[src/rtl/memdata_ctrl16.sv]
// ---------------------------------------------------------------------------
// memdata_ctrl16
//
// Purpose:
//   Sits between the CPU load/store path and an external byte-wide data
//   memory. The memory writes synchronously and reads combinationally. Each
//   CPU request is a byte or a 16-bit little-endian halfword. A halfword is
//   split into two sequential byte accesses: the low byte at addr and the
//   high byte at addr+1 (modulo 2^AW). Completion is a one-cycle ack pulse.
//
// Ports:
//   clk          system clock, all state changes on posedge
//   reset        synchronous active-high reset
//   req          CPU request strobe, only looked at while idle
//   rw           1 = store, 0 = load (captured with req)
//   half         1 = halfword, 0 = byte (captured with req)
//   addr         CPU byte address (captured with req)
//   wdata        store data; a byte store uses wdata[7:0] (captured with req)
//   rdata        load result; a byte load is zero-extended; held until the
//                next load completes
//   busy         high in every state except idle
//   ack          one-cycle completion pulse
//   mem_cs       memory chip select
//   mem_we       memory write enable
//   mem_oe       memory output enable
//   mem_dir      memory byte address
//   mem_indata   memory write data
//   mem_outdata  memory read data (may float when cs/oe are low)
// ---------------------------------------------------------------------------
module memdata_ctrl16 #(
    parameter int AW   = 12,
    parameter int MEMW = 8
) (
    input  logic                clk,
    input  logic                reset,
    input  logic                req,
    input  logic                rw,
    input  logic                half,
    input  logic [AW-1:0]       addr,
    input  logic [2*MEMW-1:0]   wdata,
    output logic [2*MEMW-1:0]   rdata,
    output logic                busy,
    output logic                ack,
    output logic                mem_cs,
    output logic                mem_we,
    output logic                mem_oe,
    output logic [AW-1:0]       mem_dir,
    output logic [MEMW-1:0]     mem_indata,
    input  logic [MEMW-1:0]     mem_outdata
);

    typedef enum logic [1:0] {
        S_IDLE = 2'd0,
        S_LO   = 2'd1,
        S_HI   = 2'd2,
        S_DONE = 2'd3
    } state_t;

    state_t              state_q, state_d;
    logic                rw_q, rw_d;
    logic                half_q, half_d;
    logic [AW-1:0]       addr_q, addr_d;
    logic [2*MEMW-1:0]   wdata_q, wdata_d;
    logic [2*MEMW-1:0]   rdata_q, rdata_d;
    // Last driven memory address/data, so the bus stays quiet between accesses.
    logic [AW-1:0]       dir_q;
    logic [MEMW-1:0]     indata_q;
    logic                access;

    // Address of the high byte; wraps naturally at 2^AW.
    function automatic logic [AW-1:0] hi_addr(input logic [AW-1:0] a);
        return a + AW'(1);
    endfunction

    // Next-state and CPU-side register updates.
    always_comb begin
        state_d = state_q;
        rw_d    = rw_q;
        half_d  = half_q;
        addr_d  = addr_q;
        wdata_d = wdata_q;
        rdata_d = rdata_q;

        unique case (state_q)
            S_IDLE: begin
                if (req) begin
                    rw_d    = rw;
                    half_d  = half;
                    addr_d  = addr;
                    wdata_d = wdata;
                    state_d = S_LO;
                end
            end
            S_LO: begin
                if (!rw_q) begin
                    rdata_d[MEMW-1:0] = mem_outdata;
                    // A byte load is zero-extended.
                    if (!half_q) begin
                        rdata_d[2*MEMW-1:MEMW] = '0;
                    end
                end
                state_d = half_q ? S_HI : S_DONE;
            end
            S_HI: begin
                if (!rw_q) begin
                    rdata_d[2*MEMW-1:MEMW] = mem_outdata;
                end
                state_d = S_DONE;
            end
            S_DONE: begin
                state_d = S_IDLE;
            end
            default: begin
                state_d = S_IDLE;
            end
        endcase
    end

    // Memory-side decode: depends only on the state and captured fields.
    // Strobes are forced low while reset is asserted so that an access in
    // flight is not completed on the reset edge.
    always_comb begin
        access     = (state_q == S_LO) || (state_q == S_HI);
        mem_cs     = access && !reset;
        mem_we     = mem_cs && rw_q;
        mem_oe     = mem_cs && !rw_q;
        mem_dir    = dir_q;
        mem_indata = indata_q;
        if (state_q == S_LO) begin
            mem_dir    = addr_q;
            mem_indata = wdata_q[MEMW-1:0];
        end else if (state_q == S_HI) begin
            mem_dir    = hi_addr(addr_q);
            mem_indata = wdata_q[2*MEMW-1:MEMW];
        end
    end

    always_comb begin
        busy  = (state_q != S_IDLE);
        ack   = (state_q == S_DONE);
        rdata = rdata_q;
    end

    always_ff @(posedge clk) begin
        if (reset) begin
            state_q  <= S_IDLE;
            rw_q     <= 1'b0;
            half_q   <= 1'b0;
            addr_q   <= '0;
            wdata_q  <= '0;
            rdata_q  <= '0;
            dir_q    <= '0;
            indata_q <= '0;
        end else begin
            state_q  <= state_d;
            rw_q     <= rw_d;
            half_q   <= half_d;
            addr_q   <= addr_d;
            wdata_q  <= wdata_d;
            rdata_q  <= rdata_d;
            dir_q    <= mem_dir;
            indata_q <= mem_indata;
        end
    end

endmodule

[config.mk]
export PLATFORM = sky130hd
export DESIGN_NAME = memdata_ctrl16
export DESIGN_NICKNAME = d
export VERILOG_FILES = /design/src/rtl/memdata_ctrl16.sv
export SDC_FILE = /design/constraint.sdc
export NUM_CORES = 1
export LEC_CHECK = 0
export BUFFER_PORTS_ARGS = -buffer_cell sky130_fd_sc_hd__buf_2
export CAP_MARGIN = 30
export CORE_ASPECT_RATIO = 0.9
export CORE_MARGIN = 5
export CORE_UTILIZATION = 30
export DETAILED_ROUTE_END_ITERATION = 7
export PLACE_DENSITY = 0.57
export SYNTH_ARGS = -nofsm -noshare
export SYNTH_HDL_FRONTEND = slang
export SYNTH_SLANG_ARGS = --single-unit
[constraint.sdc]
create_clock -name clk -period 2.02 [get_ports clk]
set_input_delay 0.303 -clock clk [delete_from_list [all_inputs] [get_ports clk]]
set_output_delay 0.303 -clock clk [all_outputs]
set_load 0.01 [all_outputs]
==> results.cfg <==
[yosys]
ys_ff_latch = 68
synthesis.instances = 362
ys.flop_type = dfxtp_1
post_synth_main_area_contributors = dfxtp_1 45%, nand2_1 10%, a21oi_1 7.5%
synth_most_common_cell = nand2_1
syn-cell-area_sq_um = 3010
syn-mean-instance-area_sq_um = 8.33
yosysUniqueCellTypes = 49
synth_nets = 409
synth-edff-count = 0
synth_largest_type_area_fraction = 0.452
ys_top_cells_by_count = 82 x nand2_1, 68 x dfxtp_1, 45 x a21oi_1
synth.yosys.seq_area_share = 0.452
synthArstFlopShare = 0
synth_warnings = 0
synthDominantAreaCellType = dfxtp_1

[clock_network]
clock_tree.root_cell = clkbuf_8
clock-sinks = 68
cts-root-to-sink-buffers = 2
total_clock_buffers_created_by_cts = 9
clkTransAtPathRegs_ps = 80
htree_levels = 3
tritoncts = done
worst_skew_pair_later_pin_latency_ps = 350

[placed_design]
placer_congestion_estimate = 0.796
hpwlAfterDp_um = 5990
placed_cells = 566
portBuffers = 81

[sta]
report.final.slew_viol_count = 0
holdWs_ps = 180
min_period_ps = 2190
max_fclk_mhz = 457
final_hold_viol_count = 0
setup_repair_after_global_routing_missed_its_margin = true
worst_max_slew_pin_slew_ps = 522
fin_crit_sh = 1.08
clock-skew-final_ps = 5.38
postLayoutSetupSlackWorst_ps = -169
setup_violations = 20
timing.slew.headroom = 0.651

[worst_hold_path]
class_of_the_most_critical_hold_timing_path = input port to register

[detailed_routing]
antenna_violating_nets_remaining = 0
routed_wire_length_per_instance_um = 14.9
drt_drc_violations_left = 0
detail_route.first_pass.iterations = 4
routed_wl_um = 8960
drt_first_iter_violations = 85
vias_after_detailed_routing = 2967
drt-vias-per-instance = 4.92

[floorplanning]
count_of_pins_on_the_block_boundary = 82
num_rows = 34
floorplan.die.width_um = 116
core_region_area_sq_um = 9740
initial_util = 0.309
chipHeight_um = 105
die_area_sq_um = 12200

[run]
drv_cap = 0

[grt]
global_route_wire_length_before_repair_um = 14300
first_global_vias = 2954
grt_use_total = 0.148
initial_antenna_violation_count = 0
largest_net_degree_at_the_start_of_global_routing = 26
globalRoute.totalOverflow = 0

[final_layout]
filler_cell_count = 928
num-nets-final = 520
instances_no_fill = 603
antenna_cells_inserted = 0
drive_above_1_share = 0.407
synth_to_final_area_change_pct = 47.4

[pwr]
powerDensity_nw_per_um2 = 1510
leakage_uw = 0.00187
worst_ir_drop_vdd_v = 0.000716

[setup_path]
cp.required_ps = 1720
crit_path_start_kind = register
critical_path_peak_fanout = 7
worst_setup_path_end_kind = primary output
cp_data_arrival_time_ps = 1890
criticalPathCategory = register to primary output

[run_status]
failed_checks = setup timing
outcome = finished, violations left
kinds of logic (layout without fill, tap and decap cells):
group,Yosys count,in the layout,synth area share
simple gates,159,159,0.248
compound gates,81,81,0.170
flops,68,68,0.452
buf+inv,30,145,0.0457
mux,18,18,0.0598
fa+ha+maj,6,6,0.0249
per-stage QoR:
stage / power (uW) / setup slack (ps) / setup TNS [ps] / area [sq um] / util
floorplan: 3410 / 150 / 0 / 3010 / -
finish: 6700 / -169 / -1820 / 4440 / 0.456
global placement: 4290 / 85.9 / 0 / 3650 / 0.375
CTS: 6440 / -167 / -1560 / 4280 / 0.440
detailed placement: 4340 / 19.5 / 0 / 3650 / 0.375
global route: 7100 / -232 / -3510 / 4440 / 0.456
cells in the final DEF (no fill, tap or decap), drive strengths merged, types with 3 or more instances in the layout:
cell,n
a21oi,46
a31oi,4
and2,19
and3,3
buf,125
bufinv,3
clkbuf,9
dfxtp,68
ha,6
inv,5
mux2i,18
nand2,83
nand3,13
nor2,20
nor2b,3
nor3,5
nor4,3
o21ai,9
o22a,5
routing by layer:
layer | wire length [um] | global-route usage
met1 | 3990 | 0.180
met3 | 588 | 0.0543
met5 | 0 | 0
met2 | 4240 | 0.240
met4 | 143 | 0.0489
flip-flops by register name (all words and copies together) (netlist names):
register,count
wdata_q,16
addr_q,12
indata_q,8
rdata,16
dir_q,12
rw_q,1
half_q,1
state_q,2
final cells by class:
class                   instances  area [sq um]  share of cell area
multi-input cells             264          1750               0.394
flip-flops and latches         68          1380               0.310
repair buffers                125           900               0.202
well taps                     126           158              0.0355
clock buffers                   9           124              0.0279
clock inverters                 6           114              0.0256
inverters                       5          23.8             0.00535
critical path: stages (launching register included):
cell	delay, ps
dfxtp_4	380
inv_4	40
ha_4	160
buf_12	130
buf_12	130
and2_4	150
o31a_1	100
a211o_1	300
buf_6	140
power by group:
part	switching (uW)	internal [uW]
Clock	551	815
Combinational	1730	1740
Sequential	218	1640
Total	2500	4200
worst paths after layout:
kind	from	end	slack, ps	cells past startpoint
max	state_q[0]$_SDFFE_PP0P_	mem_dir[9]	-170	8
min	wdata[9]	wdata_q[9]$_SDFFE_PP0P_	180	3
max reg2reg	state_q[0]$_SDFFE_PP0P_	rdata[10]$_SDFFE_PP0P_	150	9
min reg2reg	rdata[8]$_SDFFE_PP0P_	rdata[8]$_SDFFE_PP0P_	450	2
what timing repair did:
| item | 4_1_cts | 5_1_grt |
|---|---|---|
| endpoints found under the setup margin | 22 | 21 |
| gates cloned | 2 | 0 |
| hold buffers | 0 | 0 |
| pin swaps | 23 | 19 |
| resized for setup | 64 | 31 |
| setup buffers | 12 | 12 |
Note: power is estimated with default switching activity, not from simulation.
